--- src/rtl/inst_fetch_queue_pkg.sv ---
// ---------------------------------------------------------------------------
// inst_fetch_queue_pkg: shared fetch interface types and constants. Rev 1.0
// ---------------------------------------------------------------------------
`default_nettype none

package inst_fetch_queue_pkg;

    localparam int unsigned INST_BYTES = 4;
    localparam int unsigned DISCARD_W  = 16;

    typedef struct packed {
        logic        valid;
        logic [31:0] addr;
    } ireq_t;

    typedef struct packed {
        logic        valid;
        logic        ready;
        logic [31:0] addr;
        logic [31:0] inst;
        logic [63:0] inst_id;
    } iresp_t;

    typedef struct packed {
        logic [31:0] addr;
        logic [31:0] inst;
        logic [63:0] inst_id;
    } fetch_entry_t;

    function automatic logic [31:0] word_align(input logic [31:0] a);
        return {a[31:2], 2'b00};
    endfunction

endpackage

`default_nettype wire

--- src/rtl/inst_fetch_queue_sync_fifo.sv ---
// ---------------------------------------------------------------------------
// inst_fetch_queue_sync_fifo: power-of-two FIFO with flush and count. Rev 1.0
// ---------------------------------------------------------------------------
`default_nettype none

module inst_fetch_queue_sync_fifo #(
    parameter int WIDTH = 32,
    parameter int DEPTH = 4
) (
    input  logic                     clk,
    input  logic                     rst_n,
    input  logic                     flush,
    input  logic                     push,
    input  logic [WIDTH-1:0]         push_data,
    input  logic                     pop,
    output logic [WIDTH-1:0]         head,
    output logic                     empty,
    output logic [$clog2(DEPTH):0]   count
);

    localparam int AW = $clog2(DEPTH);
    localparam logic [AW:0] FULL_CNT = (AW+1)'(DEPTH);

    logic [WIDTH-1:0] mem [DEPTH];
    logic [AW-1:0]    wr_ptr;
    logic [AW-1:0]    rd_ptr;
    logic             do_push;
    logic             do_pop;

    assign do_pop  = pop && (count != '0);
    assign do_push = push && ((count != FULL_CNT) || do_pop);
    assign empty   = (count == '0);
    assign head    = mem[rd_ptr];

    // Storage is reset too so the head reads as zero out of reset.
    always_ff @(posedge clk or negedge rst_n) begin
        if (!rst_n) begin
            wr_ptr <= '0;
            rd_ptr <= '0;
            count  <= '0;
            for (int i = 0; i < DEPTH; i++) begin
                mem[i] <= '0;
            end
        end else if (flush) begin
            wr_ptr <= '0;
            rd_ptr <= '0;
            count  <= '0;
        end else begin
            if (do_push) begin
                mem[wr_ptr] <= push_data;
                wr_ptr      <= wr_ptr + 1'b1;
            end
            if (do_pop) begin
                rd_ptr <= rd_ptr + 1'b1;
            end
            count <= count + (AW+1)'(do_push) - (AW+1)'(do_pop);
        end
    end

    a_no_overflow: assert property (@(posedge clk) disable iff (!rst_n)
        !(push && !flush && !do_pop && (count == FULL_CNT)));

endmodule

`default_nettype wire

--- src/rtl/inst_fetch_queue.sv ---
// ---------------------------------------------------------------------------
// inst_fetch_queue: sequential instruction prefetch queue with redirect. Rev 1.0
// ---------------------------------------------------------------------------
`default_nettype none

module inst_fetch_queue
    import inst_fetch_queue_pkg::*;
#(
    parameter int          QUEUE_DEPTH = 4,
    parameter logic [31:0] RESET_PC    = 32'h0000_0000
) (
    input  logic        clk,
    input  logic        rst_n,
    input  logic        ireq_valid,
    input  logic [31:0] ireq_addr,
    output logic        iresp_valid,
    input  logic        iresp_ready,
    output logic [31:0] iresp_addr,
    output logic [31:0] iresp_inst,
    output logic [63:0] iresp_inst_id,
    output logic        mem_req_valid,
    input  logic        mem_req_ready,
    output logic [31:0] mem_req_addr,
    input  logic        mem_resp_valid,
    input  logic [31:0] mem_resp_data
);

    localparam int AW = $clog2(QUEUE_DEPTH);
    localparam int CW = AW + 2;

    logic [31:0]          pc;
    logic [AW:0]          outstanding;
    logic [DISCARD_W-1:0] discard;
    logic [63:0]          next_id;

    logic [AW:0]          q_count;
    logic [AW:0]          a_count;
    logic                 q_empty;
    logic                 a_empty;
    fetch_entry_t         q_head;
    fetch_entry_t         q_push_entry;
    logic [31:0]          a_head;

    logic                 credit_ok;
    logic                 req_fire;
    logic                 resp_live;
    logic                 q_pop;

    // Queued entries plus live reads may never exceed the queue size, so a
    // returning response always finds room.
    assign credit_ok     = ({1'b0, q_count} + {1'b0, outstanding}) < CW'(QUEUE_DEPTH);
    assign mem_req_valid = rst_n && !ireq_valid && credit_ok;
    assign mem_req_addr  = pc;
    assign req_fire      = mem_req_valid && mem_req_ready;
    assign resp_live     = mem_resp_valid && !ireq_valid && (discard == '0);
    assign q_pop         = iresp_valid && iresp_ready && !ireq_valid;

    assign q_push_entry = '{addr: a_head, inst: mem_resp_data, inst_id: next_id};

    assign iresp_valid   = !q_empty;
    assign iresp_addr    = q_head.addr;
    assign iresp_inst    = q_head.inst;
    assign iresp_inst_id = q_head.inst_id;

    inst_fetch_queue_sync_fifo #(
        .WIDTH ($bits(fetch_entry_t)),
        .DEPTH (QUEUE_DEPTH)
    ) u_inst_q (
        .clk       (clk),
        .rst_n     (rst_n),
        .flush     (ireq_valid),
        .push      (resp_live),
        .push_data (q_push_entry),
        .pop       (q_pop),
        .head      (q_head),
        .empty     (q_empty),
        .count     (q_count)
    );

    // Holds the PC of every live read; discarded reads are flushed out of it
    // on redirect and consume no entry when they return.
    inst_fetch_queue_sync_fifo #(
        .WIDTH (32),
        .DEPTH (QUEUE_DEPTH)
    ) u_addr_q (
        .clk       (clk),
        .rst_n     (rst_n),
        .flush     (ireq_valid),
        .push      (req_fire),
        .push_data (pc),
        .pop       (resp_live),
        .head      (a_head),
        .empty     (a_empty),
        .count     (a_count)
    );

    always_ff @(posedge clk or negedge rst_n) begin
        if (!rst_n) begin
            pc          <= RESET_PC;
            outstanding <= '0;
            discard     <= '0;
            next_id     <= '0;
        end else if (ireq_valid) begin
            // Every read still in flight after this cycle belongs to the old stream.
            pc          <= word_align(ireq_addr);
            discard     <= discard + DISCARD_W'(outstanding) - DISCARD_W'(mem_resp_valid);
            outstanding <= '0;
        end else begin
            if (req_fire) begin
                pc <= pc + 32'(INST_BYTES);
            end
            if (mem_resp_valid && (discard != '0)) begin
                discard <= discard - 1'b1;
            end
            unique case ({req_fire, resp_live})
                2'b10:   outstanding <= outstanding + 1'b1;
                2'b01:   outstanding <= outstanding - 1'b1;
                default: outstanding <= outstanding;
            endcase
            if (resp_live) begin
                next_id <= next_id + 64'd1;
            end
        end
    end

    a_addr_tracks_live: assert property (@(posedge clk) disable iff (!rst_n)
        a_count == outstanding);
    a_live_has_addr: assert property (@(posedge clk) disable iff (!rst_n)
        resp_live |-> !a_empty);

endmodule

`default_nettype wire

--- config.mk ---
export PLATFORM = sky130hd
export DESIGN_NAME = inst_fetch_queue
export DESIGN_NICKNAME = d
export VERILOG_FILES = /design/src/rtl/inst_fetch_queue_pkg.sv /design/src/rtl/inst_fetch_queue_sync_fifo.sv /design/src/rtl/inst_fetch_queue.sv
export SDC_FILE = /design/constraint.sdc
export NUM_CORES = 1
export LEC_CHECK = 0
export BUFFER_PORTS_ARGS = -buffer_cell sky130_fd_sc_hd__buf_2
export CAP_MARGIN = 20
export CORE_ASPECT_RATIO = 0.8
export CORE_MARGIN = 1.5
export CORE_UTILIZATION = 30
export CTS_BUF_LIST = sky130_fd_sc_hd__clkbuf_8
export DETAILED_ROUTE_END_ITERATION = 6
export GPL_TIMING_DRIVEN = 0
export SETUP_SLACK_MARGIN = 0.3
export SLEW_MARGIN = 20
export SYNTH_ARGS = -nofsm -noshare
export SYNTH_HDL_FRONTEND = slang
export SYNTH_SLANG_ARGS = --single-unit
export TNS_END_PERCENT = 5
--- constraint.sdc ---
create_clock -name clk -period 3.12 [get_ports clk]
set_input_delay 0.624 -clock clk [delete_from_list [all_inputs] [get_ports clk]]
set_output_delay 0.624 -clock clk [all_outputs]
set_load 0.005 [all_outputs]
* Word-level counts from Yosys, hierarchy flattened
Index checks and enable logic that the tools add are counted.
Word-level totals: logic and storage cells 111, register bits 769, output and inout port bits 162, input bits 70
Operators by class: multiplexer cells 28, equality and inequality tests 4, add/subtract/negate cells 16, order comparisons 7, bitwise gates (word level) 5, reduce and logical (&&, ||, !) cells 33
Operators by type and width (count):
- $bwmux W512 | 1
- $mux W128 | 3
- $bmux W128 S2 | 1
- $demux W128 S2 | 1
- $mux W32 | 5
- $bwmux W128 | 1
- $add A64 B1 Y64 const B | 1
- $bmux W32 S2 | 1
- $demux W32 S2 | 1
- $add A32 B3 Y32 const B | 1
- $mux W16 | 2
- $add A16 B3 Y16 | 1
- $logic_not A16 Y1 | 1
- $mux W2 | 8
- $reduce_bool A16 Y1 | 1
- $sub A16 B1 Y16 | 1
- $sub A16 B1 Y16 const B | 1
- $logic_and A1 B1 Y1 | 14
- $ge A3 B3 Y1 const B | 4
- $not A2 Y3 | 4
- $reduce_bool A2 Y1 | 6
- $mux W3 | 3
- $reduce_bool A3 Y1 | 3
- $add A2 B1 Y2 const B | 4
- other kinds (16) | 24

* Logic depth before layout (Yosys ltp)
word-level depth 10, mapped depth 14, mapped depth without buffers 14

* Hierarchy
From an unflattened synthesis, not the netlist that was laid out.
Unflattened totals: cells, all modules 2384, area, all modules 35411.5 um^2
Modules (own cells, without submodules):
- inst_fetch_queue_sync_fifo (u_inst_q) | seq. area each 12987.5 um^2, times used 1, cells each 1285, area each 22547.9 um^2
- inst_fetch_queue | seq. area each 2827.7 um^2, times used 1, cells each 741, area each 6915.4 um^2
- inst_fetch_queue_sync_fifo (u_addr_q) | seq. area each 3378.2 um^2, times used 1, cells each 358, area each 5948.2 um^2

* Worst setup path after synthesis
Ideal clock, no wire load.
path type input port to flip-flop, start point input mem_resp_valid, end point register discard[14], stages on the path 13, setup slack 0.109 ns, arrival 2.876 ns, data required time 2.986 ns, setup time 0.134 ns, buffers on the path 0, cells stage by stage ha_1 inv_1 ha_1 inv_1 fa_1 nand2b_1 a211oi_1 o221a_2 o311a_1 nor2_1 o31ai_1 xor2_1 mux2i_1
Between the ends: longest elaborated chain between the ends 2, elaborated cells between the ends (all ways) 4, classes of those cells add/sub: 1; mux: 1; reduce/logical: 2
RTL lines:
- start, declared | line inst_fetch_queue.sv:24 | input logic mem_resp_valid,
- $sub A16 B1 Y16 / $logic_and A1 B1 Y1 (equally long branches) | line inst_fetch_queue.sv:106, inst_fetch_queue.sv:112
- $mux W16 / $reduce_bool A2 Y1 (equally long branches)
- end signal, assigned | line inst_fetch_queue.sv:106 | discard <= discard + DISCARD_W'(outstanding) - DISCARD_W'(mem_resp_valid);
- end signal, assigned | line inst_fetch_queue.sv:113 | discard <= discard - 1'b1;
- end, declared | line inst_fetch_queue.sv:33 | logic [DISCARD_W-1:0] discard;
Several ways; a longest one is shown, not always the timed one. A chain may end at the register's enable or synchronous reset.

* Worst setup path in the final report
start point register u_inst_q.rd_ptr[0], end point output iresp_inst[28]
Between the ends: longest elaborated chain between the ends 4
RTL lines:
- start, declared | line inst_fetch_queue_sync_fifo.sv:26 | logic [AW-1:0] rd_ptr;
- start signal, assigned | line inst_fetch_queue_sync_fifo.sv:54 | rd_ptr <= rd_ptr + 1'b1;
- $not A2 Y3 (implied by the code) | line inst_fetch_queue_sync_fifo.sv:33 | assign head = mem[rd_ptr];
- $bmux W128 S2 | line inst_fetch_queue_sync_fifo.sv:33
- $mux W128 (implied by the code) (2 in a row) | line inst_fetch_queue_sync_fifo.sv:33
- end, declared | line inst_fetch_queue.sv:19 | output logic [31:0] iresp_inst,
Every way passes these cells. The select of a mux whose other input is x is not followed.

==> impl_metrics.toml <==
[outcome]
status = "finished, final reports clean"

[route]
vias = 21000
routed_wl_um = 89700
ant_nets = 0
drt_iter0_drc = 1103
drc = 0
firstDrtPassIters = 5
wire_per_inst_um = 20.2
via_per_inst = 4.73

[logic_synthesis]
synth_common_cells = "dfrtp_1, mux2_2, mux4_2, nand2_1, clkbuf_1"
yosysTopAreaCell = "dfrtp_1"
synth_enable_flop_cells = 0
ys.flop_type = "dfrtp_1"
synth.most_common_cell = "dfrtp_1"
netlist_area_mm2 = 0.0340
synthTopCellsByArea = "dfrtp_1, mux2_2, mux4_2"
synth_cell_types = 62
seq_area_frac_synth = 0.552
synth_top_cell_area_share = 0.552
synth_cells = 2362
synth_area_per_cell_um2 = 14.4
async_reset_ff_frac = 1.00
ys_warn_count = 0
synth-seq-cells = 751

[grt]
grt_util_all_layers = 0.153
grt_util_met2 = 0.225
gr-usage-met1 = 0.220
grt_start_max_net_pins = 98
antenna_found_initial = 9
grt_pass1_vias = 21600
use_met3 = 0.0366
grt_pass1_wl_um = 133000
grt-ovfl-total = 0
grt-busiest-layer = "met2"

[finish]
final-seq-area_mm2 = 0.0188
nNetsFinal = 2944
multi_input_area_mm2 = 0.0159
utilization = 0.387
final_cells = 4432
drive_gt1_frac = 0.488
n_fill_cell = 10600
design_area_mm2 = 0.0436
syn_to_final_growth_pct = 28.1

[worst_setup_path]
crit_path_cell_trace = "clkbuf_16, buf_12, buf_12, mux4_2, buf_2"
crit_required_ns = 2.50
end_kind = "output pin"
critPathMaxStageDelay_ns = 0.51
crit_top_cell = "buf_12"
critPathLaunchType = "flip-flop"
critPathSlowestCell = "mux4_2"
path_buf_inv = 4
crit_family = "buffers and inverters"
reg2reg_slack_ns = 0.12
worstPathMaxFanout = 7
worst_ep_arrival_time_ns = 2.49
criticalPathCategory = "flip-flop to output pin"

[place]
dp.cells = 4115
placed_area_mm2 = 0.0374
gp_congestion = 0.751
dp_hpwl_um = 58900
pre_cts_ws_ns = -1.16
port_buffers = 225

[pwr]
power_switching_mw = 7.60
p_leak_nw = 21.5
sw_frac_of_total = 0.295
peakVddDrop_mv = 0.404
p_comb_frac = 0.221
intPower_mw = 18.2
p_seq_frac = 0.423
finalPower_mw = 25.8
power.density_mw_per_mm2 = 592
clkPwrFrac = 0.357

[sta]
fin_crit_sh = 0.999
holdWs_ns = 0.0658
skew_ns = 0.0534
worst-slew-pin-transition_ns = 0.962
fmax_mhz = 321
drv_slew = 0
period_needed_ns = 3.12
relSlewSlack = 0.358
setup_viol = 0
worst_slack_ns = 0.00265
hold_violations = 0
tns_ns = 0
rsz0062_at_grt = "yes"

[clocking]
cts_htree_levels = 4
cts_made_buffers = 133
clock-sinks = 751
root_buffer = "clkbuf_8"
clk_pin_slew_ns = 0.06
cts_tree = "yes"
clkLatencyLatePin_ns = 0.82
clockBufferDepth = 3

[floorplan]
die_area_mm2 = 0.115
die_w_um = 379
die_h_um = 304
core_area_mm2 = 0.112
ios = 232
initial_core_util = 0.303
rows = 110

[job]
maxCapViolCount = 0

[hold_path]
hp-class = "primary input to asynchronous set/reset pin"
power groups by stage:
stage	Sequential, mW	Clock (mW)	Combinational, mW
4_1_cts	10.9	9.56	5.41
3_5_place_dp	11.0	0	4.63
5_1_grt	11.0	10.0	6.25
3_3_place_gp	11.0	0	4.52
6_report	10.9	9.20	5.69
2_1_floorplan	10.9	0	3.30
registers in the layout (all words and copies together) (netlist names):
| register | count |
|---|---|
| u_addr_q.mem | 120 |
| mem_req_addr | 30 |
| u_addr_q.wr_ptr | 2 |
| u_inst_q.count | 3 |
| u_inst_q.mem | 504 |
| u_inst_q.rd_ptr | 2 |
| discard | 16 |
| outstanding | 3 |
| next_id | 64 |
| u_addr_q.rd_ptr | 2 |
| u_inst_q.wr_ptr | 2 |
| u_addr_q.count | 3 |
worst min-delay path: stages:
cell    delay (ns)
buf_8         0.10
buf_12        0.10
buf_12        0.11
buf_12        0.09
buf_12        0.20
cell usage in the layout (no fill, tap or decap), types with 10 or more instances in the layout:
master           n
dfrtp_1        748
mux2_2         357
mux2_4         236
buf_2          209
clkbuf_8       167
mux4_2         156
nand2_1        117
inv_1           82
xnor2_1         81
o21ai_0         74
nor2_1          61
buf_12          52
dlygate4sd3_1   46
nand3_1         38
ha_1            38
buf_4           36
clkbuf_1        34
buf_6           34
xor2_1          32
nand4_1         23
nor3_1          17
a21oi_1         16
inv_2           15
and3_1          14
buf_16          13
clkbuf_2        11
ha_4            11
nor2_4          10
clkinv_2        10
final timing paths:
kind / start / end / depth (start not counted)
max in group asynchronous: rst_n / u_inst_q.mem[344]$_DFFE_PN0P_ / 6
min in group clk: ireq_addr[31] / mem_req_addr[31]$_DFFE_PN0N_ / 2
worst max-delay path: u_inst_q.rd_ptr[0]$_DFFE_PN0P_ / iresp_inst[28] / 5
worst max register to register: discard[5]$_DFFE_PN0P_ / next_id[63]$_DFFE_PN0P_ / 10
worst min register to register: u_addr_q.mem[51]$_DFFE_PN0P_ / u_addr_q.mem[51]$_DFFE_PN0P_ / 2
worst min-delay path: rst_n / u_inst_q.mem[391]$_DFFE_PN0P_ / 5
area by class of cell:
| class | count | share of cell area |
|---|---|---|
| timing repair buffer | 318 | 0.0582 |
| multi-input combinational | 1410 | 0.364 |
| clock buffer | 161 | 0.0509 |
| clock inverter | 70 | 0.0104 |
| antenna | 6 | 0.000345 |
| inverter | 60 | 0.00523 |
| tap | 1512 | 0.0434 |
| buffer | 144 | 0.0360 |
| sequential | 751 | 0.431 |
cells by family (layout without fill, tap and decap cells):
group | after synthesis | count (layout) | share of synthesized area
buf+inv | 204 | 753 | 0.0233
flops | 751 | 751 | 0.552
other cells | 1 | 10 | 0.000110
compound gates | 126 | 126 | 0.0219
simple gates | 353 | 353 | 0.0493
mux | 755 | 755 | 0.301
xor+xnor | 116 | 116 | 0.0301
fa+ha+maj | 56 | 56 | 0.0215
routing by layer:
metal / vias up / share of wire
met4: 8 / 0.024
li1: 9497 / -
met1: 11000 / 0.49
met2: 374 / 0.44
met5: - / 0.00058
met3: 144 / 0.046
repair_timing:
item | 4_1_cts | 5_1_grt
hold endpoints to repair | 170 | 126
cloned | 2 | 0
resized for setup | 341 | 462
setup buffers | 12 | 14
pin swaps | 19 | 55
setup endpoints to repair | 818 | 673
hold buffers | 48 | 5
No activity file was read; power rests on OpenSTA's default activity.
